==> src/rtl/mem_access_unit.sv <==
// Load/store unit between a byte-addressed request port and a doubleword data memory.
// Sub-double stores use a read-modify-write. Misaligned requests complete as faults and never touch memory.
module mem_access_unit #(
    parameter int LATENCY = 1
) (
    input  logic        clk,
    input  logic        reset,
    input  logic        ReqValid,
    output logic        ReqReady,
    input  logic        ReqWrite,
    input  logic [1:0]  ReqSize,
    input  logic        ReqSigned,
    input  logic [63:0] ReqAddress,
    input  logic [63:0] ReqWriteData,
    output logic        RespValid,
    output logic [63:0] RespData,
    output logic        Misaligned,
    output logic [63:0] Address,
    output logic [63:0] WriteData,
    output logic        MemRead,
    output logic        MemWrite,
    input  logic [63:0] ReadData
);

    // Handshake: a request transfers on a rising edge where ReqValid && ReqReady.
    // ReqReady is high only in IDLE. RespValid is a one-cycle pulse that needs no acknowledge.
    typedef enum logic [2:0] {
        IDLE  = 3'd0,
        RD    = 3'd1,
        RWAIT = 3'd2,
        WR    = 3'd3,
        DONE  = 3'd4
    } state_e;

    state_e      state_q, state_d;
    logic        write_q, write_d;
    logic [1:0]  size_q, size_d;
    logic        signed_q, signed_d;
    logic [2:0]  off_q, off_d;
    logic [63:0] wdata_q, wdata_d;
    logic        fault_q, fault_d;
    logic [63:0] addr_q, addr_d;
    logic [63:0] wrdata_q, wrdata_d;
    logic [63:0] resp_data_q, resp_data_d;
    logic [3:0]  cnt_q, cnt_d;

    logic        req_aligned;
    logic [5:0]  lane_shift;
    logic [63:0] lane;
    logic [63:0] load_data;
    logic [63:0] size_mask;
    logic [63:0] merged;

    always_comb begin
        req_aligned = 1'b1;
        unique case (ReqSize)
            2'b00: req_aligned = 1'b1;
            2'b01: req_aligned = ~ReqAddress[0];
            2'b10: req_aligned = (ReqAddress[1:0] == 2'b00);
            2'b11: req_aligned = (ReqAddress[2:0] == 3'b000);
            default: req_aligned = 1'b1;
        endcase
    end

    assign lane_shift = {off_q, 3'b000};
    assign lane       = ReadData >> lane_shift;

    // Load extraction from the live ReadData; only consumed on the final RWAIT edge.
    always_comb begin
        load_data = lane;
        unique case (size_q)
            2'b00: load_data = signed_q ? {{56{lane[7]}}, lane[7:0]}   : {56'b0, lane[7:0]};
            2'b01: load_data = signed_q ? {{48{lane[15]}}, lane[15:0]} : {48'b0, lane[15:0]};
            2'b10: load_data = signed_q ? {{32{lane[31]}}, lane[31:0]} : {32'b0, lane[31:0]};
            2'b11: load_data = ReadData;
            default: load_data = ReadData;
        endcase
    end

    always_comb begin
        size_mask = 64'h0000_0000_0000_00FF;
        unique case (size_q)
            2'b00: size_mask = 64'h0000_0000_0000_00FF;
            2'b01: size_mask = 64'h0000_0000_0000_FFFF;
            2'b10: size_mask = 64'h0000_0000_FFFF_FFFF;
            2'b11: size_mask = 64'hFFFF_FFFF_FFFF_FFFF;
            default: size_mask = 64'h0000_0000_0000_00FF;
        endcase
    end

    assign merged = (ReadData & ~(size_mask << lane_shift))
                  | ((wdata_q & size_mask) << lane_shift);

    always_comb begin
        state_d     = state_q;
        write_d     = write_q;
        size_d      = size_q;
        signed_d    = signed_q;
        off_d       = off_q;
        wdata_d     = wdata_q;
        fault_d     = fault_q;
        addr_d      = addr_q;
        wrdata_d    = wrdata_q;
        resp_data_d = resp_data_q;
        cnt_d       = cnt_q;

        unique case (state_q)
            IDLE: begin
                if (ReqValid) begin
                    write_d  = ReqWrite;
                    size_d   = ReqSize;
                    signed_d = ReqSigned;
                    off_d    = ReqAddress[2:0];
                    wdata_d  = ReqWriteData;
                    fault_d  = ~req_aligned;
                    addr_d   = {3'b000, ReqAddress[63:3]};
                    if (!req_aligned) begin
                        state_d     = DONE;
                        resp_data_d = 64'b0;
                    end else if (ReqWrite && (ReqSize == 2'b11)) begin
                        state_d  = WR;
                        wrdata_d = ReqWriteData;
                    end else begin
                        state_d = RD;
                    end
                end
            end
            RD: begin
                state_d = RWAIT;
                cnt_d   = 4'(LATENCY);
            end
            RWAIT: begin
                if (cnt_q <= 4'd1) begin
                    cnt_d = 4'd0;
                    if (write_q) begin
                        state_d  = WR;
                        wrdata_d = merged;
                    end else begin
                        state_d     = DONE;
                        resp_data_d = load_data;
                    end
                end else begin
                    cnt_d = cnt_q - 4'd1;
                end
            end
            WR: begin
                state_d     = DONE;
                resp_data_d = 64'b0;
            end
            DONE: begin
                state_d = IDLE;
            end
            default: begin
                state_d = IDLE;
            end
        endcase
    end

    always_ff @(posedge clk or posedge reset) begin
        if (reset) begin
            state_q     <= IDLE;
            write_q     <= 1'b0;
            size_q      <= 2'b00;
            signed_q    <= 1'b0;
            off_q       <= 3'b000;
            wdata_q     <= 64'b0;
            fault_q     <= 1'b0;
            addr_q      <= 64'b0;
            wrdata_q    <= 64'b0;
            resp_data_q <= 64'b0;
            cnt_q       <= 4'd0;
        end else begin
            state_q     <= state_d;
            write_q     <= write_d;
            size_q      <= size_d;
            signed_q    <= signed_d;
            off_q       <= off_d;
            wdata_q     <= wdata_d;
            fault_q     <= fault_d;
            addr_q      <= addr_d;
            wrdata_q    <= wrdata_d;
            resp_data_q <= resp_data_d;
            cnt_q       <= cnt_d;
        end
    end

    // Strobes and the response pulse decode straight from state so reset kills them at once.
    assign ReqReady   = (state_q == IDLE);
    assign MemRead    = (state_q == RD);
    assign MemWrite   = (state_q == WR);
    assign RespValid  = (state_q == DONE);
    assign Misaligned = (state_q == DONE) && fault_q;
    assign Address    = addr_q;
    assign WriteData  = wrdata_q;
    assign RespData   = resp_data_q;

endmodule

==> config.mk <==
export PLATFORM = sky130hd
export DESIGN_NAME = mem_access_unit
export DESIGN_NICKNAME = d
export VERILOG_FILES = /design/src/rtl/mem_access_unit.sv
export SDC_FILE = /design/constraint.sdc
export NUM_CORES = 1
export LEC_CHECK = 0
export BUFFER_PORTS_ARGS = -buffer_cell sky130_fd_sc_hd__buf_2
export CAP_MARGIN = 20
export CORE_MARGIN = 2
export CORE_UTILIZATION = 35
export DETAILED_ROUTE_END_ITERATION = 8
export PLACE_DENSITY = 0.56
export SYNTH_ARGS = -nofsm -noshare
export SYNTH_HDL_FRONTEND = slang
export SYNTH_SLANG_ARGS = --single-unit
==> constraint.sdc <==
create_clock -name clk -period 8.9 [get_ports clk]
set_input_delay 0.445 -clock clk [delete_from_list [all_inputs] [get_ports clk]]
set_output_delay 0.445 -clock clk [all_outputs]
set_load 0.1 [all_outputs]
==> metrics.cfg <==
[run_status]
status=completed

[timing]
fin_worst_skew_ns=0.0166
rsz0062_at_grt=no
layout_min_cycle_time_ns=3.69
fin_ws_ns=5.21
slew_viol_final=0
timing.setup.tns_ns=0
hold_viol=0
period_share_pct=41.5
max_slew_margin_pct=25.7
setup_viol=0
max_freq_mhz=271
worst_pin_slew_ns=1.11

[finish]
syn2layout_area_growth_pct=22.5
final_cell_mix=buf_2, dfrtp_1, nand2_1
fin_nets=2052
final_common_cell=buf_2
fin_util_pct=43.2
drive_gt1_share_pct=35.4

[synth]
async_flop_share_pct=100
seq_area_frac_synth_pct=44.3
synth_seq_cells=268
netlist_instances=1546
ys_warn_count=0
ys.flop_type=dfrtp_1
synth_edf_count=0
syn_area_per_cell_sq_um=9.79
ys_types=60
synth_area_sq_um=15100

[route]
routed-via-count=14000
wl_met1_mm=25.1
ant_nets=0
drt_iter0_markers=1313
wl_met3_mm=5.83
routed.top_layer=met5
drcViolationCount=0
drt-pass1-iter-count=7
wl_met2_mm=25.9
drt-wirelength-per-cell_um=23.8
vias_per_cell=5.70
drt_wl_total_mm=58.7

[clock_network]
insertion_delay_ns=0.55
root_buffer=clkbuf_16
post_cts_buffers=0
cts.sinks=268
cts_tree=done
clk_path_buf_depth=3
clk_pin_slew_ns=0.06
htree_levels=2
cts_buffers=34
ctsResizeCount=0
postCtsHoldBufs=0

[worst_setup_path]
critPathLaunchType=flip-flop
rr_worst_depth=6
path_class=flip-flop to flip-flop
arrival_ns=4.12
worstSetupEndpointType=flip-flop
cp_max_fo=110
cp_data_required_time_ns=9.33

[hold_path]
min_path_type=primary input to async pin

[placed_design]
gp_congestion=0.951
dp_slack_ns=5.19
io_buffers=392
hpwl_mm=42.9

[floorplanning]
start_util_pct=35.3
die_x_um=212
die_h_um=212
rows=76
io_pins=396
core_sq_um=42900
die_area_sq_um=44900

[flow_run]
drv_cap=0

[global_routing]
grt_pass1_vias=13500
grt_max_degree=138
grt_first_pass_wirelength_mm=85.9
gr-total-overflow=0
grt_util_all_layers_pct=25.7
antenna_found_initial=10

==> synthesized netlist by cell type (all sizes together) (29+ instances only) <==
cell type,instances,area share [%]
dfrtp,268,44
nand2,179,4.4
o21ai,177,5.9
mux2,176,13
clkbuf,75,1.9
nor2,74,1.8
buf,68,2.4
a21oi,64,2.1
a21boi,43,2.1
mux2i,39,2.6
a22oi,38,1.9
o31ai,32,1.6
a22o,30,1.7
o211ai,29,1.4
==> state kept, by name, indices dropped and copies added, names as in the netlist <==
name / flops
off_q: 3
cnt_q: 4
signed_q: 1
write_q: 1
Address: 61
state_q: 3
WriteData: 64
RespData: 64
wdata_q: 64
size_q: 2
fault_q: 1
==> routing by layer <==
layer / up-vias / track usage (%)
met5: - / 0
li1: 6323 / -
met1: 6853 / 35.3
met3: 109 / 6.71
met2: 741 / 39.2
met4: 10 / 8.77
==> final timing paths <==
kind | startpoint | to | slack, ns
max | state_q[2] | WriteData[52] | 5.21
min | reset | Address[36] | 0.07
max reg2reg | state_q[2] | WriteData[52] | 5.21
min reg2reg | RespData[42] | RespData[42] | 0.48
max in group asynchronous | reset | WriteData[48] | 7.44
min in group clk | ReqAddress[50] | Address[47] | 0.13
==> worst max-delay path, stage by stage, from the launching register on <==
cell and delay, ns:
dfrtp_1 0.47, nor3b_2 0.25, buf_4 0.75, o31ai_1 0.46
nand3_4 0.29, buf_4 0.79, mux2_2 0.41
==> final cells by class <==
type / count / area (sq um)
Tap cell: 585 / 732
Multi-Input combinational cell: 1124 / 7760
Antenna cell: 3 / 7.51
Sequential cell: 268 / 6710
Timing Repair Buffer: 410 / 2110
Inverter: 13 / 56.3
Clock buffer: 46 / 956
Clock inverter: 14 / 209
Fill cell: 4255 / 24300
==> metrics by stage <==
step | std cells | cell area, sq um | hold slack (ns)
2_1_floorplan | 1548 | 15100 | 0.473
3_3_place_gp | 2400 | 17400 | 0.460
3_5_place_dp | 2400 | 17400 | 0.470
4_1_cts | 2460 | 18500 | 0.0981
5_1_grt | 2461 | 18500 | 0.114
6_report | 2463 | 18500 | 0.0715
==> cell families after synthesis <==
| logic type | Yosys count | share of synthesized area [%] |
|---|---|---|
| AND/OR/NAND/NOR | 363 | 10.7 |
| flip-flops | 268 | 44.3 |
| XOR/XNOR | 1 | 0.0579 |
| other | 1 | 0.0248 |
| buffers and inverters | 156 | 4.61 |
| adder cells (fa/ha/maj) | 2 | 0.165 |
| AO/OA/AOI/OAI | 532 | 23.2 |
| multiplexers | 223 | 16.9 |
Power is left out: the tool's default activity adds up to more than one toggle a clock period on the data nets, which glitch-free logic cannot reach.
